File: config.mk
export PLATFORM = sky130hd
export DESIGN_NAME = dmem_arbiter
export DESIGN_NICKNAME = d
export VERILOG_FILES = /design/src/rtl/dmem_arbiter.sv
export SDC_FILE = /design/constraint.sdc
export NUM_CORES = 1
export LEC_CHECK = 0
export ABC_AREA = 1
export CAP_MARGIN = 25
export CORE_AREA = 5 5 120 122
export DETAILED_ROUTE_END_ITERATION = 12
export DIE_AREA = 0 0 125 127
export HOLD_SLACK_MARGIN = 0.12
export PLACE_DENSITY = 0.71
export SLEW_MARGIN = 20
export SYNTH_ARGS = -nofsm -noshare
export SYNTH_HDL_FRONTEND = slang
export SYNTH_SLANG_ARGS = --single-unit
File: constraint.sdc
create_clock -name clk -period 2.8 [get_ports clk]
set_input_delay 0.42 -clock clk [delete_from_list [all_inputs] [get_ports clk]]
set_output_delay 0.42 -clock clk [all_outputs]
set_load 0.01 [all_outputs]
File: src/rtl/dmem_arbiter.sv
// dmem_arbiter: shares one data-memory port between the MEM stage (A) and a debug port (B)
module dmem_arbiter #(
    parameter int ADDR_W   = 32,
    parameter int DATA_W   = 32,
    parameter int MAX_WAIT = 4,
    parameter int CNT_W    = 16
) (
    input  logic              clk,
    input  logic              reset,
    input  logic              a_req,
    input  logic              a_we,
    input  logic [ADDR_W-1:0] a_addr,
    input  logic [DATA_W-1:0] a_wdata,
    output logic [DATA_W-1:0] a_rdata,
    output logic              a_stall,
    input  logic              b_req,
    input  logic              b_we,
    input  logic [ADDR_W-1:0] b_addr,
    input  logic [DATA_W-1:0] b_wdata,
    output logic [DATA_W-1:0] b_rdata,
    output logic              b_ack,
    output logic              m_en,
    output logic              m_we,
    output logic [ADDR_W-1:0] m_addr,
    output logic [DATA_W-1:0] m_wdata,
    input  logic [DATA_W-1:0] m_rdata,
    output logic [CNT_W-1:0]  stall_cnt
);
    localparam int WAIT_W = MAX_WAIT > 1 ? $clog2(MAX_WAIT) : 1;
    typedef enum logic [1:0] {A_OWN, B_GRANT, B_ACK} state_t;
    state_t              state_q, state_d;
    logic [WAIT_W-1:0]   wait_cnt_q, wait_cnt_d;
    logic [DATA_W-1:0]   b_rdata_q, b_rdata_d;
    logic [CNT_W-1:0]    stall_cnt_q, stall_cnt_d;
    logic                sel_b;

    // State register; reset drops any in-flight B access
    always_ff @(posedge clk) begin
        if (reset) begin
            state_q     <= A_OWN;
            wait_cnt_q  <= '0;
            b_rdata_q   <= '0;
            stall_cnt_q <= '0;
        end else begin
            state_q     <= state_d;
            wait_cnt_q  <= wait_cnt_d;
            b_rdata_q   <= b_rdata_d;
            stall_cnt_q <= stall_cnt_d;
        end
    end

    // Next state: B wins when A is idle or after MAX_WAIT denied cycles; grant is always followed by ack
    always_comb begin
        state_d     = state_q == B_GRANT ? B_ACK :
                      state_q == A_OWN && b_req && (!a_req || wait_cnt_q == WAIT_W'(MAX_WAIT - 1)) ? B_GRANT : A_OWN;
        wait_cnt_d  = state_q == A_OWN && state_d == A_OWN && b_req && a_req ? wait_cnt_q + 1'b1 : '0;
        b_rdata_d   = sel_b ? (b_we ? b_wdata : m_rdata) : b_rdata_q;
        stall_cnt_d = a_stall && stall_cnt_q != '1 ? stall_cnt_q + 1'b1 : stall_cnt_q;
    end

    // Outputs: memory mux follows B only in the grant cycle; memory is quiet while reset is held
    always_comb begin
        sel_b     = state_q == B_GRANT;
        a_stall   = sel_b && a_req;
        m_en      = !reset && (sel_b || a_req);
        m_we      = !reset && (sel_b ? b_we : a_req && a_we);
        m_addr    = sel_b ? b_addr : a_addr;
        m_wdata   = sel_b ? b_wdata : a_wdata;
        a_rdata   = m_rdata;
        b_ack     = state_q == B_ACK;
        b_rdata   = b_rdata_q;
        stall_cnt = stall_cnt_q;
    end
endmodule
==> results of run 1 <==
-- area by class of cell --
class	instances	area share (%)
timing repair buffer	325	47.7
multi-input combinational	464	30.3
sequential	52	15.3
tap	176	3.23
clock buffer	6	2.04
inverter	22	1.30
clock inverter	2	0.147
antenna	1	0.0367
-- through the flow --
step / instance area (um^2) / hold slack (ns) / power, mW / cells / setup WS, ns
floorplan: 3580 / 0.398 / 1.06 / 602 / 1.32
global placement: 6660 / 0.413 / 1.59 / 1039 / 0.550
detailed placement: 6660 / 0.418 / 1.59 / 1039 / 0.524
CTS: 6810 / 0.428 / 2.23 / 1047 / 0.199
global route: 6810 / 0.447 / 2.30 / 1047 / 0.0725
finish: 6810 / 0.421 / 2.20 / 1048 / 0.234
-- routing by layer --
metal	GRT usage [%]	vias up	wire, um
li1	-	2425	-
met5	0	-	0
met3	5.01	29	1130
met1	23.3	2087	6760
met4	5.80	0	452
met2	33.7	181	8180
-- power by group --
group | leakage [nW] | internal [mW] | switching (mW)
Sequential | 0.423 | 0.766 | 0.0162
Combinational | 2.42 | 0.472 | 0.311
Clock | 0.0766 | 0.353 | 0.277
-- cell usage in the layout (no fill, tap or decap), types with 10 or more instances in the layout --
master                            instances
sky130_fd_sc_hd__o21ai_1                 11
sky130_fd_sc_hd__a21oi_1                 73
sky130_fd_sc_hd__nand3_1                 14
sky130_fd_sc_hd__nand2_1                263
sky130_fd_sc_hd__inv_1                   15
sky130_fd_sc_hd__nor2_1                  48
sky130_fd_sc_hd__dfxtp_1                 52
sky130_fd_sc_hd__buf_4                   10
sky130_fd_sc_hd__clkdlybuf4s50_1        313
sky130_fd_sc_hd__o21ai_0                 24
-- flip-flops by register name, summed over array words and instances, names as in the netlist --
name,count
stall_cnt,16
wait_cnt_q,2
state_q,2
b_rdata,32
-- worst max-delay path, cell delays in order (launching register included) --
cell and delay, ns:
sky130_fd_sc_hd__dfxtp_1 0.47, sky130_fd_sc_hd__nand2_4 0.20, sky130_fd_sc_hd__inv_2 0.14, sky130_fd_sc_hd__buf_4 0.32
sky130_fd_sc_hd__nand2_1 0.10, sky130_fd_sc_hd__nand2_1 0.07, sky130_fd_sc_hd__clkdlybuf4s50_1 0.54
-- synth_stat cells (5+ instances only) --
| library cell | count |
|---|---|
| sky130_fd_sc_hd__nor2_1 | 48 |
| sky130_fd_sc_hd__inv_2 | 5 |
| sky130_fd_sc_hd__nand2_1 | 263 |
| sky130_fd_sc_hd__clkbuf_1 | 13 |
| sky130_fd_sc_hd__nand2_2 | 5 |
| sky130_fd_sc_hd__nand4_1 | 5 |
| sky130_fd_sc_hd__dfxtp_1 | 52 |
| sky130_fd_sc_hd__inv_1 | 15 |
| sky130_fd_sc_hd__o21ai_1 | 11 |
| sky130_fd_sc_hd__buf_2 | 11 |
| sky130_fd_sc_hd__o21ai_0 | 24 |
| sky130_fd_sc_hd__a21oi_1 | 73 |
| sky130_fd_sc_hd__nand3_1 | 14 |
| sky130_fd_sc_hd__buf_4 | 37 |
-- logic make-up (layout without fill, tap and decap cells) --
family	count (synthesis)	after routing	share of synthesized area, %
xor gates and xnor gates	1	1	0.245
AOI/OAI and AO/OA	110	110	15.5
other	0	1	0
DFF	52	52	29.1
buffers and inverters	86	355	13.5
and+or+nand+nor	351	351	41.0
adders and majority gates	2	2	0.699
-- worst min path at each step --
stage / to / slack (ns) / cells after the start
floorplan: wait_cnt_q[0] / 0.40 / 1
global placement: wait_cnt_q[0] / 0.41 / 1
detailed placement: wait_cnt_q[0] / 0.42 / 1
CTS: wait_cnt_q[0] / 0.43 / 1
global route: wait_cnt_q[0] / 0.45 / 1
finish: wait_cnt_q[0] / 0.42 / 1
==> impl_metrics.prom, run 1 <==
# TYPE chip_impl_metric gauge
chip_impl_info{name="outcome",value="completed"} 1
chip_impl_info{name="worst_hold_path_type",value="register to register"} 1
chip_impl_metric{name="coreArea",unit="um^2"} 13100
chip_impl_metric{name="async_flop_share",unit="%"} 0
chip_impl_info{name="cp-start-kind",value="register"} 1
chip_impl_metric{name="worst_ir_drop_vdd",unit="uV"} 202
chip_impl_metric{name="drtAntennaViolNets",unit=""} 0
chip_impl_metric{name="post_synthesis_cell_area",unit="um^2"} 3580
chip_impl_metric{name="p_per_area",unit="nW/um^2"} 322
chip_impl_metric{name="yosysWarningCount",unit=""} 0
chip_impl_metric{name="final_setup_violation_count",unit=""} 0
chip_impl_metric{name="chipWidth",unit="um"} 125
chip_impl_metric{name="clock_sinks",unit=""} 52
chip_impl_metric{name="cts-hold-fix-buffers",unit=""} 0
chip_impl_metric{name="timing.max_cap.violations",unit=""} 0
chip_impl_metric{name="synthesized_netlist_cell_count",unit=""} 602
chip_impl_metric{name="report.final.slew_viol_count",unit=""} 0
chip_impl_metric{name="drt_pre_antenna_iters",unit=""} 4
chip_impl_metric{name="die_height",unit="um"} 127
chip_impl_info{name="synth.area.top_cells",value="sky130_fd_sc_hd__dfxtp_1, sky130_fd_sc_hd__nand2_1, sky130_fd_sc_hd__a21oi_1, sky130_fd_sc_hd__buf_4, sky130_fd_sc_hd__nor2_1"} 1
chip_impl_metric{name="final.min_clock_period",unit="ns"} 2.57
chip_impl_metric{name="antenna_found_initial",unit=""} 0
chip_impl_metric{name="dpl.hpwl",unit="um"} 13500
chip_impl_metric{name="timing.critical_path.fanout_max",unit=""} 32
chip_impl_info{name="rr_endpoint",value="stall_cnt[14]"} 1
chip_impl_info{name="setup_repair_after_global_routing_missed_its_margin",value="no"} 1
chip_impl_metric{name="grt_usage",unit="%"} 19.3
chip_impl_metric{name="via_per_inst",unit=""} 4.51
chip_impl_metric{name="post_cts.resized_instances",unit=""} 0
chip_impl_metric{name="post_synth_num_cell_types",unit=""} 27
chip_impl_info{name="synth_largest_area_cell",value="sky130_fd_sc_hd__dfxtp_1"} 1
chip_impl_metric{name="clock.fmax",unit="MHz"} 390
chip_impl_metric{name="r2r_slack",unit="ns"} 1.28
chip_impl_metric{name="worst_ep_arrival_time",unit="ns"} 2.15
chip_impl_metric{name="drt_iter0_drc",unit=""} 330
chip_impl_metric{name="syn-mean-instance-area",unit="um^2"} 5.94
chip_impl_metric{name="effective_utilization_at_floorplan",unit="%"} 27.3
chip_impl_metric{name="final_net_count",unit=""} 1038
chip_impl_info{name="crit_path_end_kind",value="output pin"} 1
chip_impl_metric{name="post_route_cells_drive_above_1_share",unit="%"} 5.63
chip_impl_metric{name="period_share",unit="%"} 91.7
chip_impl_info{name="critical_path_destination",value="m_wdata[1]"} 1
chip_impl_metric{name="die_area",unit="um^2"} 15900
chip_impl_metric{name="finalWirelength",unit="um"} 16500
chip_impl_metric{name="seqCellArea",unit="um^2"} 1040
chip_impl_metric{name="num-fill-cells",unit=""} 1318
chip_impl_metric{name="drc",unit=""} 0
chip_impl_metric{name="synth-edff-count",unit=""} 0
chip_impl_metric{name="tns",unit="ns"} 0
chip_impl_metric{name="cell_row_count",unit=""} 42
chip_impl_info{name="reg2reg_from",value="stall_cnt[0]"} 1
chip_impl_info{name="type_of_the_setup_path_with_the_least_slack",value="register to output pin"} 1
chip_impl_metric{name="area_delta_synth_final",unit="%"} 90.3
chip_impl_metric{name="clock_skew",unit="ns"} 0.00407
chip_impl_info{name="worst_setup_path_startpoint",value="state_q[0]"} 1
chip_impl_metric{name="cp_data_required_time",unit="ns"} 2.38
chip_impl_metric{name="slew_headroom",unit="%"} 58.7
chip_impl_metric{name="place.gp.congestion",unit=""} 0.906
chip_impl_metric{name="cts.htree.levels",unit=""} 2
chip_impl_metric{name="cts-buffers-inserted",unit=""} 5
chip_impl_metric{name="worst_pin_slew",unit="ns"} 0.618
chip_impl_metric{name="power.static_leakage",unit="nW"} 2.92
chip_impl_metric{name="synth_sequential_area_ratio",unit="%"} 29.1
chip_impl_metric{name="vias",unit=""} 4722
chip_impl_metric{name="grt_start_max_net_pins",unit=""} 45
chip_impl_metric{name="syn-num-nets",unit=""} 770
chip_impl_metric{name="layout.core_utilization",unit="%"} 52.0
chip_impl_info{name="cts.root.buffer_cell",value="sky130_fd_sc_hd__clkbuf_16"} 1
chip_impl_metric{name="grt_first_pass_wirelength",unit="um"} 25100
chip_impl_metric{name="post_cts.repair.setup_buffers",unit=""} 0
chip_impl_metric{name="synth_top_area_share",unit="%"} 29.1
chip_impl_metric{name="clk_path_buf_depth",unit=""} 2
chip_impl_metric{name="io_buffer_count",unit=""} 313
chip_impl_metric{name="route.detailed.wl_per_inst",unit="um"} 15.8
chip_impl_metric{name="multi_input_area",unit="um^2"} 2060
chip_impl_metric{name="timing_hold_violations_final",unit=""} 0
chip_impl_metric{name="clock_insertion_delay_worst_skew",unit="ns"} 0.29
chip_impl_metric{name="grt_pass1_vias",unit=""} 4733
chip_impl_metric{name="worst_setup_hold_path_clk_slew",unit="ns"} 0.07
chip_impl_info{name="tritoncts",value="built"} 1
chip_impl_info{name="synth-main-ff-cell",value="sky130_fd_sc_hd__dfxtp_1"} 1
chip_impl_metric{name="globalRoute.totalOverflow",unit=""} 0
chip_impl_metric{name="r2r.worst_path.cells",unit=""} 8
chip_impl_metric{name="floorplan.io_pins",unit=""} 314
chip_impl_metric{name="synth_seq_cells",unit=""} 52
chip_impl_info{name="worst_hold_startpoint",value="wait_cnt_q[0]"} 1
Note: power is estimated with default switching activity, not from simulation.
==> inputs of run 2 (changes only) <==
--- a/config.mk
+++ b/config.mk
@@ -12,6 +12,7 @@
 export DIE_AREA = 0 0 125 127
 export HOLD_SLACK_MARGIN = 0.12
 export PLACE_DENSITY = 0.71
+export SKIP_LAST_GASP = 1
 export SLEW_MARGIN = 20
 export SYNTH_ARGS = -nofsm -noshare
 export SYNTH_HDL_FRONTEND = slang
==> constraint.sdc (replaced) <==
create_clock -name clk -period 2.8 [get_ports clk]
set_input_delay 0.42 -clock clk [delete_from_list [all_inputs] [get_ports clk]]
set_output_delay 0.42 -clock clk [all_outputs]
set_load 0.02 [all_outputs]
==> run 2 against run 1 <==
  * Flip-flop and latch count unchanged
  * Non-clock buffer count decreased by 3
  * Clock power up 11%
  * Critical path depth unchanged
  * Hold slack gained 0.0036 ns
  * Die area is the same
  * Core utilization barely moved
  * Sequential share of layout area barely moved
  * Sequential power barely moved
  * Design area about the same
  * Total power is 7.3% higher
  * Critical endpoint is now m_addr[31]
  * Largest cell class unchanged
  * Largest power group unchanged
  * Highest routed layer unchanged
==> impl_metrics.prom, run 2 (synthesis results as in run 1) <==
# TYPE chip_impl_metric gauge
chip_impl_metric{name="effective_utilization_at_floorplan",unit="%"} 27.3
chip_impl_metric{name="floorplan.io_pins",unit=""} 314
chip_impl_metric{name="num-fill-cells",unit=""} 1303
chip_impl_info{name="cts.root.buffer_cell",value="sky130_fd_sc_hd__clkbuf_16"} 1
chip_impl_metric{name="worst_pin_slew",unit="ns"} 0.398
chip_impl_metric{name="final_net_count",unit=""} 1035
chip_impl_metric{name="drtAntennaViolNets",unit=""} 0
chip_impl_metric{name="power.static_leakage",unit="nW"} 2.92
chip_impl_info{name="setup_repair_after_global_routing_missed_its_margin",value="no"} 1
chip_impl_metric{name="globalRoute.totalOverflow",unit=""} 0
chip_impl_metric{name="slew_headroom",unit="%"} 73.5
chip_impl_metric{name="via_per_inst",unit=""} 4.45
chip_impl_info{name="outcome",value="completed"} 1
chip_impl_metric{name="chipWidth",unit="um"} 125
chip_impl_metric{name="r2r.worst_path.cells",unit=""} 8
chip_impl_metric{name="tns",unit="ns"} 0
chip_impl_metric{name="grt_usage",unit="%"} 18.8
chip_impl_info{name="most_frequent_standard_cell_in_the_layout_excluding_fill_and_tap_cells",value="sky130_fd_sc_hd__clkdlybuf4s50_1"} 1
chip_impl_metric{name="route.detailed.wl_per_inst",unit="um"} 15.5
chip_impl_metric{name="place.gp.congestion",unit=""} 0.876
chip_impl_metric{name="die_height",unit="um"} 127
chip_impl_metric{name="grt_start_max_net_pins",unit=""} 65
chip_impl_metric{name="cts.htree.levels",unit=""} 2
chip_impl_metric{name="cts-hold-fix-buffers",unit=""} 0
chip_impl_metric{name="dpl.hpwl",unit="um"} 13100
chip_impl_metric{name="finished_cell_area",unit="um^2"} 6820
chip_impl_metric{name="coreArea",unit="um^2"} 13100
chip_impl_info{name="worst_hold_path_type",value="register to register"} 1
chip_impl_metric{name="cell_row_count",unit=""} 42
chip_impl_metric{name="grt_pass1_vias",unit=""} 4533
chip_impl_metric{name="clock_sinks",unit=""} 52
chip_impl_metric{name="drc",unit=""} 0
chip_impl_metric{name="hold-path-cell-count",unit=""} 1
chip_impl_metric{name="dpl_cell_area",unit="um^2"} 6650
chip_impl_metric{name="post_cts.repair.setup_buffers",unit=""} 0
chip_impl_metric{name="timing.critical_path.fanout_max",unit=""} 34
chip_impl_metric{name="timing_hold_violations_final",unit=""} 0
chip_impl_metric{name="clock.fmax",unit="MHz"} 401
chip_impl_metric{name="cts-buffers-inserted",unit=""} 5
chip_impl_metric{name="drt_pre_antenna_iters",unit=""} 4
chip_impl_info{name="tritoncts",value="built"} 1
chip_impl_metric{name="grt_first_pass_wirelength",unit="um"} 24200
chip_impl_metric{name="hold_slack",unit="ns"} 0.425
chip_impl_metric{name="area_delta_synth_final",unit="%"} 90.5
chip_impl_metric{name="report.final.slew_viol_count",unit=""} 0
chip_impl_metric{name="drt_iter0_drc",unit=""} 222
chip_impl_metric{name="final_setup_violation_count",unit=""} 0
chip_impl_metric{name="clk_path_buf_depth",unit=""} 2
chip_impl_metric{name="cp_data_required_time",unit="ns"} 2.38
chip_impl_metric{name="p_per_area",unit="nW/um^2"} 346
chip_impl_info{name="type_of_the_setup_path_with_the_least_slack",value="register to output pin"} 1
chip_impl_metric{name="clock_skew",unit="ns"} 0.00572
chip_impl_metric{name="timing.max_cap.violations",unit=""} 0
chip_impl_info{name="crit_path_end_kind",value="output pin"} 1
chip_impl_metric{name="post_route_cells_drive_above_1_share",unit="%"} 5.18
chip_impl_metric{name="finalWirelength",unit="um"} 16100
chip_impl_metric{name="antenna_found_initial",unit=""} 1
chip_impl_metric{name="worst_ep_arrival_time",unit="ns"} 2.07
chip_impl_metric{name="worst_setup_hold_path_clk_slew",unit="ns"} 0.07
chip_impl_metric{name="period_share",unit="%"} 89.0
chip_impl_metric{name="vias",unit=""} 4650
chip_impl_metric{name="clock_insertion_delay_worst_skew",unit="ns"} 0.29
chip_impl_metric{name="die_area",unit="um^2"} 15900
chip_impl_metric{name="final.min_clock_period",unit="ns"} 2.49
chip_impl_metric{name="post_cts.resized_instances",unit=""} 0
chip_impl_metric{name="worst_ir_drop_vdd",unit="uV"} 203
chip_impl_metric{name="largest_register_ff_count",unit=""} 32
chip_impl_metric{name="io_buffer_count",unit=""} 313
chip_impl_info{name="cp-start-kind",value="register"} 1
chip_impl_info{name="mostFrequentLayoutCells",value="sky130_fd_sc_hd__clkdlybuf4s50_1, sky130_fd_sc_hd__nand2_1, sky130_fd_sc_hd__a21oi_1"} 1
[run 2: cell types whose count changed in the layout (fill, tap and decap cells not counted), sizes merged]
| cell | delta |
|---|---|
| buf | -3 |
| bufinv | +1 |
| clkinv | -1 |
[run 2: cell type report]
class	instances	area [um^2]	share of cell area, %
antenna	1	2.50	0.0367
clock buffer	6	129	1.89
clock inverter	2	35.0	0.514
inverter	22	88.8	1.30
multi-input combinational	464	2060	30.2
sequential	52	1040	15.3
tap	176	220	3.23
timing repair buffer	322	3240	47.5
[run 2: routing by layer]
| metal | global-route usage, % | wire length (um) | vias up |
|---|---|---|---|
| met5 | 0 | 0 | - |
| met4 | 5.04 | 376 | 0 |
| met3 | 6.05 | 1220 | 23 |
| met2 | 32.7 | 7970 | 175 |
| met1 | 22.5 | 6580 | 2043 |
| li1 | - | - | 2409 |
[run 2: per-stage QoR]
step / setup slack, ns / total power, mW / utilization, % / std cells
finish: 0.309 / 2.36 / 52.1 / 1045
detailed placement: 0.475 / 1.68 / 50.8 / 1036
global route: 0.199 / 2.46 / 52.1 / 1045
floorplan: 1.26 / 1.16 / - / 602
global placement: 0.498 / 1.68 / 50.8 / 1036
CTS: 0.279 / 2.39 / 52.1 / 1044
[run 2: path summary, 6_finish.rpt]
kind                                 endpoint  slack [ns]           from
worst min register to register  wait_cnt_q[0]        0.42  wait_cnt_q[0]
worst max register to register  stall_cnt[14]        1.28   stall_cnt[0]
worst max-delay path               m_addr[31]        0.31     state_q[0]
worst min-delay path            wait_cnt_q[0]        0.42  wait_cnt_q[0]
[run 2: report_power, final]
group / internal, mW / switching, mW / leakage [nW]
combinational: 0.471 / 0.403 / 2.41
sequential: 0.766 / 0.0157 / 0.423
clock: 0.421 / 0.278 / 0.0808
[run 2: worst max-delay path, stage by stage (launching register included)]
cell and delay [ns]:
sky130_fd_sc_hd__dfxtp_1 0.45, sky130_fd_sc_hd__nand2_4 0.09, sky130_fd_sc_hd__inv_2 0.08, sky130_fd_sc_hd__buf_4 0.32, sky130_fd_sc_hd__nand2_1 0.08, sky130_fd_sc_hd__nand2_1 0.12, sky130_fd_sc_hd__clkdlybuf4s50_1 0.62
==> inputs of run 3 (changes only) <==
--- a/config.mk
+++ b/config.mk
@@ -13,7 +13,6 @@
 export HOLD_SLACK_MARGIN = 0.12
 export PLACE_DENSITY = 0.71
 export SKIP_LAST_GASP = 1
-export SLEW_MARGIN = 20
 export SYNTH_ARGS = -nofsm -noshare
 export SYNTH_HDL_FRONTEND = slang
 export SYNTH_SLANG_ARGS = --single-unit
==> results of run 3 <==
The final DEF is identical to that of run 2; final timing and power are the same.
